[config.mk]
export PLATFORM = sky130hd
export DESIGN_NAME = prom_load_sequencer
export DESIGN_NICKNAME = d
export VERILOG_FILES = /design/src/rtl/prom_load_sequencer.sv
export SDC_FILE = /design/constraint.sdc
export NUM_CORES = 1
export LEC_CHECK = 0
export ABC_CLOCK_PERIOD_IN_PS = 3700
export CORE_UTILIZATION = 63
export DETAILED_ROUTE_END_ITERATION = 6
export DONT_BUFFER_PORTS = 1
export GPL_TIMING_DRIVEN = 0
export PLACE_DENSITY_LB_ADDON = 0.08
export SYNTH_ARGS = -nofsm -noshare
export SYNTH_HDL_FRONTEND = slang
export SYNTH_SLANG_ARGS = --single-unit
[constraint.sdc]
create_clock -name i_EMU_PROG_CLK -period 3.7 [get_ports i_EMU_PROG_CLK]
set_input_delay 0.555 -clock i_EMU_PROG_CLK [delete_from_list [all_inputs] [get_ports i_EMU_PROG_CLK]]
set_output_delay 0.555 -clock i_EMU_PROG_CLK [all_outputs]
set_load 0.02 [all_outputs]
[src/rtl/prom_load_sequencer.sv]
// Sequences downloader bytes into up to four PROM regions with a setup/strobe/hold
// write cycle, a one-entry skid buffer, session byte count and sticky error flags.
module prom_load_sequencer #(
    parameter logic [21:0] R0_BASE = 22'h000000,
    parameter logic [21:0] R1_BASE = 22'h010000,
    parameter logic [21:0] R2_BASE = 22'h020000,
    parameter logic [21:0] R3_BASE = 22'h030000,
    parameter int          R0_AW   = 16,
    parameter int          R1_AW   = 16,
    parameter int          R2_AW   = 16,
    parameter int          R3_AW   = 16
) (
    input  logic        i_EMU_PROG_CLK,
    input  logic        i_RST,
    input  logic        i_DL_ACTIVE,
    input  logic        i_DL_WR,
    input  logic [21:0] i_DL_ADDR,
    input  logic [7:0]  i_DL_DATA,
    output logic        o_DL_WAIT,
    output logic [15:0] o_PROG_ADDR,
    output logic [7:0]  o_PROG_DIN,
    output logic [3:0]  o_PROG_CS_n,
    output logic        o_PROG_WR_n,
    output logic [21:0] o_BYTE_CNT,
    output logic        o_LOAD_DONE,
    output logic [1:0]  o_ERR
);

    // state  | meaning
    // IDLE   | no write in flight; accepts skid byte first, then live strobe
    // SETUP  | CS low, WR high, address/data settling
    // STROBE | CS low, WR low (the single write pulse)
    // HOLD   | CS low, WR high, byte counted
    typedef enum logic [1:0] {IDLE, SETUP, STROBE, HOLD} state_t;

    state_t      state, state_nxt;
    logic        active_q, wait_q, load_done, skid_vld, skid_vld_nxt;
    logic [21:0] skid_addr, pend_addr, byte_cnt, cnt_base;
    logic [7:0]  skid_data, pend_data, din_q;
    logic [15:0] addr_q, pend_off;
    logic [1:0]  region_q, hit_idx, err;
    logic [3:0]  hit, cs_n;
    logic        wr_n, idle, wr_live, start, pend, mapped;
    logic        take_skid, skid_load, skid_drop, unmapped, accept;

    function automatic logic in_region(input logic [21:0] a, input logic [21:0] base,
                                       input int aw);
        logic [22:0] lo, hi;
        lo = {1'b0, base};
        hi = lo + (23'd1 << aw);
        return ({1'b0, a} >= lo) && ({1'b0, a} < hi);
    endfunction

    always_comb begin
        idle      = (state == IDLE);
        wr_live   = i_DL_WR & i_DL_ACTIVE;
        start     = i_DL_ACTIVE & ~active_q;
        pend      = idle & (skid_vld | wr_live);
        pend_addr = skid_vld ? skid_addr : i_DL_ADDR;
        pend_data = skid_vld ? skid_data : i_DL_DATA;
        hit       = {in_region(pend_addr, R3_BASE, R3_AW), in_region(pend_addr, R2_BASE, R2_AW),
                     in_region(pend_addr, R1_BASE, R1_AW), in_region(pend_addr, R0_BASE, R0_AW)};
        mapped    = |hit;
        hit_idx   = 2'd0;
        pend_off  = 16'd0;
        // Lowest region wins; offsets fit in 16 bits since every span is at most 64 KiB.
        if (hit[0]) begin
            hit_idx  = 2'd0;
            pend_off = pend_addr[15:0] - R0_BASE[15:0];
        end else if (hit[1]) begin
            hit_idx  = 2'd1;
            pend_off = pend_addr[15:0] - R1_BASE[15:0];
        end else if (hit[2]) begin
            hit_idx  = 2'd2;
            pend_off = pend_addr[15:0] - R2_BASE[15:0];
        end else if (hit[3]) begin
            hit_idx  = 2'd3;
            pend_off = pend_addr[15:0] - R3_BASE[15:0];
        end
        accept       = pend & mapped;
        unmapped     = pend & ~mapped;
        take_skid    = idle & skid_vld;
        // In IDLE an occupied buffer drains this cycle, so a new strobe may refill it.
        skid_load    = wr_live & (idle ? skid_vld : ~skid_vld);
        skid_drop    = wr_live & ~idle & skid_vld;
        skid_vld_nxt = skid_load | (skid_vld & ~take_skid);
        cnt_base     = start ? 22'd0 : byte_cnt;
    end

    always_ff @(posedge i_EMU_PROG_CLK or posedge i_RST) begin
        if (i_RST) state <= IDLE;
        else       state <= state_nxt;
    end

    always_comb begin
        state_nxt = state;
        cs_n      = 4'b1111;
        wr_n      = 1'b1;
        case (state)
            IDLE:    if (accept) state_nxt = SETUP;
            SETUP:   state_nxt = STROBE;
            STROBE:  state_nxt = HOLD;
            HOLD:    state_nxt = IDLE;
            default: state_nxt = IDLE;
        endcase
        if (state != IDLE)   cs_n[region_q] = 1'b0;
        if (state == STROBE) wr_n = 1'b0;
    end

    always_ff @(posedge i_EMU_PROG_CLK or posedge i_RST) begin
        if (i_RST) begin
            active_q  <= 1'b0;
            wait_q    <= 1'b0;
            load_done <= 1'b0;
            skid_vld  <= 1'b0;
            skid_addr <= 22'd0;
            skid_data <= 8'd0;
            addr_q    <= 16'd0;
            din_q     <= 8'd0;
            region_q  <= 2'd0;
            err       <= 2'b00;
            byte_cnt  <= 22'd0;
        end else begin
            active_q <= i_DL_ACTIVE;
            if (accept) begin
                addr_q   <= pend_off;
                din_q    <= pend_data;
                region_q <= hit_idx;
            end
            if (skid_load) begin
                skid_addr <= i_DL_ADDR;
                skid_data <= i_DL_DATA;
            end
            skid_vld  <= skid_vld_nxt;
            wait_q    <= (state_nxt != IDLE) | skid_vld_nxt;
            err       <= (start ? 2'b00 : err) | {skid_drop, unmapped};
            load_done <= ~start & (load_done | (~i_DL_ACTIVE & idle & ~skid_vld));
            if (state == HOLD && cnt_base != {22{1'b1}}) byte_cnt <= cnt_base + 22'd1;
            else                                         byte_cnt <= cnt_base;
        end
    end

    assign o_DL_WAIT   = wait_q;
    assign o_PROG_ADDR = addr_q;
    assign o_PROG_DIN  = din_q;
    assign o_PROG_CS_n = cs_n;
    assign o_PROG_WR_n = wr_n;
    assign o_BYTE_CNT  = byte_cnt;
    assign o_LOAD_DONE = load_done;
    assign o_ERR       = err;

endmodule

==> impl_metrics.ini <==
[synth]
synth_warnings = 0
synth.area.top_cells = dfrtp_1, mux2_2, mux2i_1
synth_nets = 406
synth_top_area_share_pct = 54.1
synthesis.area_sq_mm = 0.00398
synth_cell_types = 38
synth_commonest_cells = dfrtp_1, nand2_1, o21ai_0, mux2_2, mux2i_1
synth-edff-count = 0
yosysMostFrequentCell = dfrtp_1
synth_seq_cells = 86
synth_top_area_cell = dfrtp_1
synth_ff_type = dfrtp_1
avgSynthCellArea_sq_um = 10.8
synthCells = 367
async_flop_share_pct = 100
synth_seq_area_share_pct = 54.1

[route]
routed_via_density = 6.17
drt_iter0_drc = 139
dr_total_vias = 2833
post_drt_wl_per_cell_um = 17.9
detail-route-antenna-nets = 0
route.detailed.drc = 0
routed_wl_mm = 8.24
drt_first_pass_iters = 4

[setup_path]
critPathKind = flop to flop
start_kind = flop
crit_fanout = 10
crit_path_start = active_q
r2r_cells = 7
reg2reg_from = active_q
r2r-end = o_BYTE_CNT[1]
rrSetupSlack_ns = 0.70
end_kind = flop
crit_end = o_BYTE_CNT[1]
arrival_ns = 3.22
crit_required_ns = 3.92

[clocking]
clkLatencyLatePin_ns = 0.35
clkTransAtPathRegs_ns = 0.08
cts_inserted_buffers = 9
cts.path.max_buffers = 2
post_cts_buffers = 0
cts_tree = done
clkSinkCount = 86
root_buffer = clkbuf_8
cts.repair.resized = 0
ctsHoldBuffers = 0
htree_levels = 3

[cells_and_area]
syn_to_final_growth_pct = 8.65
layout-drive-gt1-share_pct = 13.5
final_cells = 459
fill_cells = 444
layout.nets = 418
utilization_pct = 72.2
diodes = 0

[timing]
min_period_ns = 3.00
slew_violations = 0
worst_pin_slew_ns = 0.862
period_share_pct = 80.9
max_freq_mhz = 334
hold_violations = 0
setup_viol = 0
rsz0062_at_grt = false
fin_tns_setup_ns = 0
relSlewSlack_pct = 42.0
fin_skew_ns = 0.00985
whs_ns = 0.0515

[placement]
gp_congestion = 0.935
dpl.cell_count = 443
dp.final_hpwl_mm = 5.80
io_buffers = 0

[min_path]
hp-class = input pin to async pin

[floorplanning]
placementRows = 28
die_w_um = 81.5
die_height_um = 81.5
start_util_pct = 66.4
core_area_sq_mm = 0.00599
fp.dieArea_sq_mm = 0.00664
io_pins = 89

[pwr]
power.share.switching_pct = 35.8
p_leak_nw = 1.83
power_frac_comb_pct = 25.2
pwr-share-clk_pct = 22.2
peakVddDrop_mv = 0.442
totalPowerFinal_w = 0.00320
power_frac_seq_pct = 52.6
p_int_w = 0.00205
p_per_area_mw_per_mm2 = 741
p_sw_w = 0.00115

[grt]
gr-usage-all-layers_pct = 26.6
antenna_found_initial = 0
grt_pass1_wl_mm = 13.1
grt_overflow = 0
grt_max_degree = 61
grt_pass1_vias = 2826

[status]
outcome = completed

[flow_run]
max-cap-violations = 0
registers in the layout (all words and copies together) (netlist names):
name and flops:
state 2, region_q 2, o_ERR 2, o_PROG_DIN 8, skid_addr 22, o_BYTE_CNT 22
skid_data 8, skid_vld 1, o_LOAD_DONE 1, o_DL_WAIT 1, o_PROG_ADDR 16, active_q 1
worst min-delay path by stage:
stage                       start             to  depth (start not counted)
floorplan            skid_addr[0]   skid_addr[0]                          1
global placement    skid_addr[12]  skid_addr[12]                          1
detailed placement          i_RST  skid_addr[21]                          1
CTS                         i_RST  skid_addr[21]                          1
global route                i_RST  skid_addr[21]                          1
finish                      i_RST  skid_addr[21]                          1
per-layer routing:
layer  GRT usage [%]  share of wire (%)  vias to the layer above
li1                -                  -                     1338
met1            31.9                 42                     1384
met2            44.5                 49                       99
met3            7.67                7.2                       12
met4            11.3                1.7                        0
met5               0                  0                        -
final cells by class:
cell class | instances | area (sq um) | share of cell area [%]
multi-input combinational | 257 | 1740 | 40.2
tap | 75 | 93.8 | 2.17
clock buffer | 14 | 183 | 4.22
sequential | 86 | 2150 | 49.8
inverter | 7 | 28.8 | 0.666
buffer | 17 | 65.1 | 1.50
clock inverter | 2 | 37.5 | 0.868
timing repair buffer | 1 | 27.5 | 0.637
placed cells by master, fill, tap and decap left out, types with 2 or more instances in the layout:
cell type,instances
nand2b_1,2
or3_1,5
nor3_1,6
ha_1,5
clkbuf_1,14
buf_1,3
a211oi_1,2
and4_1,2
nand2_1,53
a21oi_1,11
nor4_1,5
and2_1,4
dfrtp_1,86
or4_1,7
nand4_1,9
mux2_2,31
clkbuf_8,13
o31ai_1,5
mux2i_1,26
and3_1,3
xnor2_1,9
inv_1,6
nor2_1,15
o21ai_0,34
nand3_1,9
o2bb2ai_1,2
stage by stage:
step | setup slack, ns | instance area, sq um
5_1_grt | 0.512 | 4320
2_1_floorplan | 0.923 | 3980
4_1_cts | 0.713 | 4320
3_3_place_gp | 0.0786 | 4070
6_report | 0.705 | 4320
3_5_place_dp | 0.568 | 4100
power by group through the flow:
stage | registers (W) | logic [W] | clock network (W)
CTS | 0.00168 | 0.000817 | 0.000720
global route | 0.00172 | 0.000903 | 0.000751
global placement | 0.00168 | 0.000769 | 0
detailed placement | 0.00170 | 0.000812 | 0
floorplan | 0.00163 | 0.000673 | 0
finish | 0.00168 | 0.000807 | 0.000712
worst max-delay path, cell delays in order (launching register included):
cell and delay [ns]:
dfrtp_1 0.41, or2b_1 0.19, clkbuf_1 0.35, and2_1 0.23, ha_1 0.20, nand4_1 0.24, o31ai_1 0.82, mux2_2 0.42
cell families (layout without fill, tap and decap cells):
kind of cell,after synthesis,in the layout,share of synthesized area [%]
compound gates,60,60,8.74
xor+xnor,9,9,1.98
fa+ha+maj,5,5,1.57
buf+inv,24,41,2.29
flops,86,86,54.1
mux,57,57,15.3
simple gates,126,126,16.0
Note: power is estimated with default switching activity, not from simulation.
